--- src/rtl/vga_sync_if.sv ---
// VGA timing output bundle: pixel/line position, decoded sync/blank and strobes.
interface vga_sync_if;
  logic [9:0] h_count;
  logic [9:0] v_count;
  logic       bright;
  logic       hsync;
  logic       vsync;
  logic       pix_en;
  logic       frame_start;

  modport master (
    output h_count, v_count, bright, hsync, vsync, pix_en, frame_start
  );

  modport slave (
    input h_count, v_count, bright, hsync, vsync, pix_en, frame_start
  );
endinterface

--- src/rtl/vga_sync.sv ---
// 640x480 VGA timing generator: pixel clock divider, h/v raster counters,
// zero-skew registered sync/blank decode and a frame-start strobe.
module vga_sync #(
  parameter int unsigned CLK_DIV = 2
) (
  input  logic       clk,
  input  logic       reset_n,
  input  logic       en,
  vga_sync_if.master vga
);

  localparam int unsigned DW = (CLK_DIV > 1) ? $clog2(CLK_DIV) : 1;
  localparam logic [DW-1:0] DIV_LAST = DW'(CLK_DIV - 1);

  localparam logic [9:0] H_LAST   = 10'd799;
  localparam logic [9:0] HS_FIRST = 10'd16;
  localparam logic [9:0] HS_LAST  = 10'd111;
  localparam logic [9:0] H_VIS    = 10'd160;
  localparam logic [9:0] V_LAST   = 10'd520;
  localparam logic [9:0] VS_FIRST = 10'd10;
  localparam logic [9:0] VS_LAST  = 10'd11;
  localparam logic [9:0] V_VIS    = 10'd41;

  logic [DW-1:0] div_cnt;
  logic [DW-1:0] div_next;
  logic          div_wrap;
  logic [9:0]    h_count;
  logic [9:0]    v_count;
  logic [9:0]    h_next;
  logic [9:0]    v_next;
  logic          h_wrap;
  logic          v_wrap;
  logic          bright;
  logic          hsync;
  logic          vsync;
  logic          pix_en;
  logic          frame_start;
  logic          bright_next;
  logic          hsync_next;
  logic          vsync_next;
  logic          fs_next;

  // A divide-by-one divider wraps on every clock; larger dividers wrap at the
  // last count or on any out-of-range value.
  if (CLK_DIV == 1) begin : g_div1
    assign div_wrap = 1'b1;
  end else begin : g_divn
    assign div_wrap = (div_cnt >= DIV_LAST);
  end

  // Next-state counts and the decode of those counts, so the registered sync and
  // blank outputs change on the same edge as the counts they describe.
  always_comb begin
    div_next = div_wrap ? '0 : div_cnt + DW'(1);
    h_wrap   = (h_count >= H_LAST);
    v_wrap   = (v_count >= V_LAST);
    h_next   = h_count;
    v_next   = v_count;
    if (div_wrap) begin
      h_next = h_wrap ? '0 : h_count + 10'd1;
      if (h_wrap) begin
        v_next = v_wrap ? '0 : v_count + 10'd1;
      end
    end
    hsync_next  = !((h_next >= HS_FIRST) && (h_next <= HS_LAST));
    vsync_next  = !((v_next >= VS_FIRST) && (v_next <= VS_LAST));
    bright_next = (h_next >= H_VIS) && (h_next <= H_LAST) &&
                  (v_next >= V_VIS) && (v_next <= V_LAST);
    fs_next     = div_wrap && h_wrap && v_wrap;
  end

  // Timing state; en low freezes everything and silences the strobes.
  always_ff @(posedge clk or negedge reset_n) begin
    if (!reset_n) begin
      div_cnt     <= '0;
      h_count     <= '0;
      v_count     <= '0;
      bright      <= 1'b0;
      hsync       <= 1'b1;
      vsync       <= 1'b1;
      pix_en      <= 1'b0;
      frame_start <= 1'b0;
    end else if (en) begin
      div_cnt     <= div_next;
      h_count     <= h_next;
      v_count     <= v_next;
      bright      <= bright_next;
      hsync       <= hsync_next;
      vsync       <= vsync_next;
      pix_en      <= div_wrap;
      frame_start <= fs_next;
    end else begin
      pix_en      <= 1'b0;
      frame_start <= 1'b0;
    end
  end

  assign vga.h_count     = h_count;
  assign vga.v_count     = v_count;
  assign vga.bright      = bright;
  assign vga.hsync       = hsync;
  assign vga.vsync       = vsync;
  assign vga.pix_en      = pix_en;
  assign vga.frame_start = frame_start;

endmodule

--- src/flat_wrapper.sv ---
// flat-port wrapper written by rule: the top's interface ports become plain ports
module vga_sync_flat 
#(
  parameter int unsigned CLK_DIV = 2
)
  (clk, reset_n, en, vga_h_count, vga_v_count, vga_bright, vga_hsync, vga_vsync, vga_pix_en, vga_frame_start);
  vga_sync_if vga_i ();
  input  logic clk;
  input  logic reset_n;
  input  logic en;
  output wire logic [$bits(vga_i.h_count)-1:0] vga_h_count;
  output wire logic [$bits(vga_i.v_count)-1:0] vga_v_count;
  output wire logic [$bits(vga_i.bright)-1:0] vga_bright;
  output wire logic [$bits(vga_i.hsync)-1:0] vga_hsync;
  output wire logic [$bits(vga_i.vsync)-1:0] vga_vsync;
  output wire logic [$bits(vga_i.pix_en)-1:0] vga_pix_en;
  output wire logic [$bits(vga_i.frame_start)-1:0] vga_frame_start;
  assign vga_h_count = vga_i.h_count;
  assign vga_v_count = vga_i.v_count;
  assign vga_bright = vga_i.bright;
  assign vga_hsync = vga_i.hsync;
  assign vga_vsync = vga_i.vsync;
  assign vga_pix_en = vga_i.pix_en;
  assign vga_frame_start = vga_i.frame_start;
  vga_sync #(.CLK_DIV(CLK_DIV)) u_core (.clk(clk), .reset_n(reset_n), .en(en), .vga(vga_i));
endmodule
--- config.mk ---
export PLATFORM = sky130hd
export DESIGN_NAME = vga_sync_flat
export DESIGN_NICKNAME = d
export VERILOG_FILES = /design/src/rtl/vga_sync_if.sv /design/src/rtl/vga_sync.sv /design/src/flat_wrapper.sv
export SDC_FILE = /design/constraint.sdc
export NUM_CORES = 1
export LEC_CHECK = 0
export ABC_AREA = 1
export CELL_PAD_IN_SITES_DETAIL_PLACEMENT = 0
export CELL_PAD_IN_SITES_GLOBAL_PLACEMENT = 1
export CORE_MARGIN = 2
export CORE_UTILIZATION = 34
export DETAILED_ROUTE_END_ITERATION = 6
export GPL_ROUTABILITY_DRIVEN = 1
export PLACE_DENSITY_LB_ADDON = 0.15
export SETUP_SLACK_MARGIN = 0.15
export SLEW_MARGIN = 20
export SYNTH_ARGS = -nofsm -noshare
export SYNTH_HDL_FRONTEND = slang
export SYNTH_SLANG_ARGS = --single-unit
--- constraint.sdc ---
create_clock -name clk -period 1.6 [get_ports clk]
set_input_delay 0.24 -clock clk [delete_from_list [all_inputs] [get_ports clk]]
set_output_delay 0.24 -clock clk [all_outputs]
set_load 0.1 [all_outputs]
==> results.yml <==
status:
  status: "finished, violations left"
  violations: "setup timing"
finish:
  drive_gt1_frac: 0.497
  final_cells: 456
  antenna_cells: 0
  post-route-util: 0.666
  fin_nets: 393
  syn_to_final_growth_pct: 86.7
  final_area_um2: 3470
synthesis:
  ys_types: 27
  ys_ff_latch: 26
  syn_area_per_cell_um2: 6.66
  synthMuxAreaShare: 0
  synth-compound-area-share: 0.0984
  synthSimpleGateAreaFrac: 0.423
  synth_adder_area_share: 0.0202
  synth_cells: 279
  yosys_warnings: 0
  ys_seq_area_frac: 0.352
  yosys.area.top_type_share: 0.323
  syn-num-nets: 285
  synth_largest_area_cell: "dfrtp_1"
  synth_top_family_by_area: "simple AND/OR/NAND/NOR gates"
  yosys.area_share.xor_xnor: 0.00943
  synth_area_um2: 1860
  synth_area_leaders: "dfrtp_1 (32%), nand2_1 (17%), nand3_1 (7.3%)"
drt:
  dr.pass1.iters: 4
  drc: 0
  ant_nets: 0
  vias: 2233
  drt_iter0_drc: 86
  wl_mm: 6.16
  routed_via_density: 4.90
  post_drt_wl_per_cell_um: 13.5
clock_network:
  ctsHoldBuffers: 0
  cts_num_sinks: 26
  cts_buffer_depth: 2
  root_buffer: "clkbuf_8"
  cts_buffers: 3
  cts_tree: "done"
  clock_latency_ps: 280
  htreeDepth: 1
  cts.clk_slew.worst_paths_ps: 100
timing:
  rsz0062_at_grt: "yes"
  max_clock_freq_mhz: 524
  setup_ws_ps: -308
  final-setup-viol-count: 16
  period_share: 1.19
  hold_viol: 0
  skew_ps: 1.76
  min_period_ps: 1910
  worstMarginPinSlew_ps: 379
  slew_headroom: 0.748
  whs_ps: 338
  slew_viol_final: 0
floorplan:
  ios: 28
  floorplan.initialDensity: 0.357
  die-area_um2: 6070
  fp.dieW_um: 77.9
  num_rows: 26
  coreArea_um2: 5200
  die_y_um: 77.9
placed_design:
  globalplace.congestion: 0.846
  place_inst: 431
  dp_slack_ps: -343
  port_buffers: 27
  dpl_cell_area_um2: 2980
  hpwl_mm: 4.19
power:
  p_seq_frac: 0.202
  p_per_area_nw_per_um2: 1470
  peakVddDrop_mv: 1.09
  power_leakage_nw: 1.67
  p_int_mw: 2.50
  power.switching_mw: 2.60
  p_sw_frac: 0.510
  pwr-share-comb: 0.708
  clkPwrFrac: 0.090
critical_path:
  cp_slowest_stage_delay_ps: 500
  cp_top_family: "simple AND/OR/NAND/NOR gates"
  path_depth: 15
  worstPathCellList: "ha_4 -> nand2_4 -> nor2_4 -> nor2_4 -> nor2_4 -> buf_4 -> nand3_1 -> nand2_1 -> nand2_1 -> nand2_1 -> nor2_2 -> nand3_1 -> nand2_1 -> nand3_1 -> nand2_1"
  path_buf_inv: 1
  cp-end-kind: "flop"
  start_kind: "flop"
  required_ps: 1830
  critPathMostFrequentCell: "nand2_1"
  cp_slowest_cell: "dfrtp_4"
  crit_type: "reg -> reg"
  cp.arrival_ps: 2130
  critPathMaxFanout: 5
  r2r_cells: 15
global_routing:
  grt_antenna_before_repair: 0
  grt_max_degree: 27
  grt_usage: 0.199
  grt_pass1_wl_mm: 9.69
  grt_pass1_vias: 1976
  grt_overflow: 0
worst_hold_path:
  worstHoldPathType: "in -> async"
flow_run:
  drv_cap: 0
metal layers:
| layer | GRT usage | part of all wire |
|---|---|---|
| met2 | 0.299 | 0.47 |
| met4 | 0.0456 | 0.010 |
| met1 | 0.306 | 0.47 |
| met5 | 0 | 0 |
| met3 | 0.0198 | 0.044 |
path summary, 6_finish.rpt:
| check | start | endpoint | slack (ps) |
|---|---|---|---|
| min in group clk | u_core.vga.hsync$_DFFE_PN1P_ | u_core.vga.hsync$_DFFE_PN1P_ | 520 |
| max in group asynchronous | reset_n | u_core.vga.vsync$_DFFE_PN1P_ | 940 |
| worst max-delay path | u_core.vga.h_count[0]$_DFFE_PN0P_ | u_core.vga.bright$_DFFE_PN0P_ | -310 |
| worst min register to register | u_core.vga.hsync$_DFFE_PN1P_ | u_core.vga.hsync$_DFFE_PN1P_ | 520 |
| worst max register to register | u_core.vga.h_count[0]$_DFFE_PN0P_ | u_core.vga.bright$_DFFE_PN0P_ | -310 |
| worst min-delay path | reset_n | u_core.vga.h_count[3]$_DFFE_PN0P_ | 340 |
per-stage QoR:
stage / total power, mW / setup TNS (ps)
2_1_floorplan: 2.91 / -2150
3_3_place_gp: 4.28 / -1600
3_5_place_dp: 4.29 / -1990
4_1_cts: 4.91 / -1270
5_1_grt: 5.37 / -3930
6_report: 5.10 / -2120
worst reg2reg max path: cells and delay by family, from the launching register on:
| family | cells | cell delay [ps] |
|---|---|---|
| AND/OR/NAND/NOR | 13 | 1040 |
| flip-flops | 1 | 500 |
| adder cells (fa/ha/maj) | 1 | 180 |
| buffers and inverters | 1 | 140 |
power groups by stage:
| stage | logic, mW | registers (mW) | clock network, mW |
|---|---|---|---|
| finish | 3.61 | 1.03 | 0.461 |
| global route | 3.82 | 1.06 | 0.493 |
| CTS | 3.42 | 1.02 | 0.473 |
| detailed placement | 3.25 | 1.04 | 0 |
| global placement | 3.25 | 1.03 | 0 |
| floorplan | 0.733 | 2.18 | 0 |
cells in the final DEF (no fill, tap or decap), types with 2 or more instances in the layout:
cell type | Yosys | layout
nand2_2 | 2 | 10
nor2_1 | 32 | 24
o21ai_0 | 20 | 2
nor2_4 | 3 | 7
o21bai_1 | 3 | 3
nand3_4 | 0 | 5
o21ai_1 | 0 | 13
inv_2 | 1 | 3
o22ai_1 | 2 | 2
nor3_1 | 3 | 3
a21oi_1 | 6 | 2
nand4_1 | 10 | 10
dfrtp_4 | 0 | 6
inv_1 | 35 | 33
dfrtp_2 | 0 | 14
dfrtp_1 | 24 | 4
nand2_4 | 2 | 6
o21ai_2 | 2 | 7
clkbuf_8 | 0 | 4
nand3_1 | 27 | 20
buf_6 | 1 | 19
buf_4 | 1 | 64
xor2_1 | 2 | 2
nor2_2 | 1 | 6
nand3_2 | 4 | 6
ha_4 | 0 | 2
a21oi_2 | 0 | 3
nand2_1 | 84 | 72
dfstp_2 | 2 | 2
clkdlybuf4s50_1 | 0 | 2
buf_12 | 0 | 25
timing repair:
| action | in CTS | in global routing |
|---|---|---|
| setup buffers | 13 | 7 |
| gates resized for setup | 39 | 43 |
| endpoints found under the setup margin | 22 | 24 |
| pin swaps | 12 | 20 |
| gates cloned | 0 | 1 |
area by class of cell:
cell class                 count  area (µm²)
sequential                    26         693
inverter                      36         135
clock buffer                   4        55.1
timing repair buffer         110        1210
fill                         438        1740
tap                           70        87.6
multi-input combinational    210        1280
kinds of logic (layout without fill, tap and decap cells):
logic type,count (synthesis),count (layout)
buffers and inverters,44,150
xor gates and xnor gates,2,2
adders and majority gates,3,3
and+or+nand+nor,171,172
DFF,26,26
AOI/OAI and AO/OA,33,33
Yosys cell counts:
library cell,number
nor2_4,3
o21ai_2,2
nand2_1,84
o21ai_0,20
a21oi_1,6
o22ai_1,2
nor4_1,2
nand2_2,2
nor3_2,1
buf_4,1
nand2_4,2
o21bai_1,3
buf_2,3
buf_6,1
nand4_1,10
nand3_2,4
nand3_1,27
inv_1,35
xor2_1,2
nor2_2,1
dfstp_2,2
inv_2,1
nor2_1,32
dfrtp_1,24
nor3_1,3
clkbuf_1,3
ha_1,3
state kept, by name (all words and copies together), names as in the netlist:
register                flops
u_core.vga.vsync            1
u_core.vga.pix_en           1
u_core.vga.frame_start      1
u_core.vga.hsync            1
u_core.vga.bright           1
u_core.vga.h_count         10
u_core.div_cnt              1
u_core.vga.v_count         10
No activity file was read; power rests on OpenSTA's default activity.
==> edit, RTL diff (same flow settings) <==
Reset style: synchronous (`reset_n`), changed in one clocked block.
--- a/src/rtl/vga_sync.sv
+++ b/src/rtl/vga_sync.sv
@@ -70,7 +70,7 @@
   end
 
   // Timing state; en low freezes everything and silences the strobes.
-  always_ff @(posedge clk or negedge reset_n) begin
+  always_ff @(posedge clk) begin
     if (!reset_n) begin
       div_cnt     <= '0;
       h_count     <= '0;
Formal check against the unedited RTL: differs if reset_n is asserted again (counterexample within 4 cycles, from zero or initial values and one cycle with reset_n low); with reset_n held inactive, the same outputs for 10 cycles.
==> edit against the original RTL <==
  * The run still ends with setup timing left
  * Highest routed layer unchanged
  * Final area decreased by 8.0%
  * Via count decreased by 9.1%
  * Sequential share of layout area decreased by 1.9 points
  * Sequential cell count unchanged
  * Wire length decreased by 15%
  * Synthesized area decreased by 9.8%
  * Critical path depth decreased by 1
  * Setup slack improved by 29 ps
Power is not compared: it rests on default switching activity, and its combinational part moved more than twofold at a synthesized area within 25%.
==> edit: results (changes against the original RTL) <==
| Metric | Value |
|---|---|
| Status | complete, but fails checks (unchanged) |
| Failing checks | setup timing (unchanged) |
| Syn_nets | 270 (was 285) |
| TNS Setup | -902 ps (was -2120 ps) |
| GRT Resource Usage Total | 20.2% (was 19.9%) |
| Sequential element share of the synthesized area | 31.1% (was 35.2%) |
| Dpl cell area | 2890 um2 (was 2980 um2) |
| Routability cong. | 0.877 (was 0.846) |
| Post-DP HPWL | 4000 um (was 4190 um) |
| Row cnt | 25 (was 26) |
| Hold_sp | u_core.vga.bright |
| Met2 usage | 34.4% (was 29.9%) |
| Largest stage delay, worst path | 370 ps (was 500 ps) |
| Vias in the first global route | 1931 (was 1976) |
| First-pass GRT wire length | 8710 um (was 9690 um) |
| Initial DRC Count | 73 (was 86) |
| Final #Nets | 364 (was 393) |
| Most used flip-flop cell after synthesis | dfxtp_1 (was dfrtp_1) |
| Met3 Resource Use GR | 2.57% (was 1.98%) |
| DR WL/cell | 12.4 um (was 13.5 um) |
| Share of cells above drive strength 1 | 51.5% (was 49.7%) |
| Filler cell count | 394 (was 438) |
| # setup viols final | 5 (was 16) |
| Crit path from | u_core.vga.h_count[0] (unchanged) |
| Reg2reg path depth | 14 (was 15) |
| Crit path max-delay family | simple AND/OR/NAND/NOR gates (unchanged) |
| Measured slew at the worst slew-check pin | 399 ps (was 379 ps) |
| Largest net degree at the start of global routing | 20 (was 27) |
| Synth cell types | 35 (was 27) |
| Met1 usage | 26.1% (was 30.6%) |
| Hold path cells | 2 |
| Final clock skew | 2.14 ps (was 1.76 ps) |
| Synth cell count leaders | 64 x nand2_1, 34 x inv_1, 26 x dfxtp_1, 23 x nand3_1, 22 x nor2_1 (was 84 x nand2_1, 35 x inv_1, 32 x nor2_1, 27 x nand3_1, 24 x dfrtp_1) |
| Share of flip-flops with an asynchronous set or reset | 0% (was 100%) |
| Via Count | 2030 (was 2233) |
| Post-route worst setup slack | -279 ps (was -308 ps) |
| Max stage delay cell, worst path | dfxtp_4 (was dfrtp_4) |
| CP Max Fanout | 6 (was 5) |
| HP Class | reg -> reg (was in -> async) |
==> edit: cell type report <==
class / count / area [um2] / share of cell area [%]
tap: 67 / 83.8 / 2.63
multi-input combinational: 188 / 1200 / 37.7
clock buffer: 4 / 55.1 / 1.73
sequential: 26 / 578 / 18.1
inverter: 39 / 150 / 4.71
timing repair buffer: 100 / 1120 / 35.1
==> edit: cell families (layout without fill, tap and decap cells) <==
kind of cell               Yosys count  after routing  synth area share (%)
adders and majority gates            3              3                  2.24
AOI/OAI and AO/OA                   53             53                  18.4
DFF                                 26             26                  31.1
and+or+nand+nor                    129            129                  34.7
xor gates and xnor gates             3              3                  1.57
buffers and inverters               50            143                  12.0
==> edit: repair_timing <==
item                                    4_1_cts  5_1_grt
gates resized for setup                      19       36
setup buffers                                 3        4
pin swaps                                    10       20
endpoints found under the setup margin       18       21
==> edit: metal layers <==
layer  share of wire [%]  vias up
li1                    -     1046
met1                  48      946
met2                  49       32
met3                 2.6        6
met4                 1.2        0
met5                   0        -
==> edit: through the flow <==
| step | std cells | setup slack (ps) |
|---|---|---|
| final | 424 | -279 |
| after CTS | 420 | -220 |
| after global placement | 413 | -263 |
| after detailed placement | 413 | -288 |
| after floorplan | 264 | -360 |
| after global routing | 424 | -406 |
==> edit: power breakdown <==
group          switching, W  leakage, nW  internal (W)
registers         0.0000332        0.225      0.000681
logic              0.000542         1.23      0.000357
clock network      0.000222       0.0288      0.000220
total              0.000798         1.49       0.00126
==> edit: final timing paths <==
| path | to | slack (ps) |
|---|---|---|
| worst min register to register | u_core.vga.bright | 520 |
| worst max register to register | u_core.vga.vsync | -280 |
| worst min-delay path | u_core.vga.bright | 520 |
| worst max-delay path | u_core.vga.vsync | -280 |
==> edit: worst reg2reg max path, stage by stage (launching register included) <==
cell and delay, ps:
dfxtp_4 370, ha_4 140, nand2_4 50, inv_4 60, nand2_4 50, nand2_4 60, nand3_4 110, or2_0 250
a21oi_2 190, buf_4 130, nand2_1 40, nor2_1 100, nand4_1 100, nand2_1 80, nand2_1 50
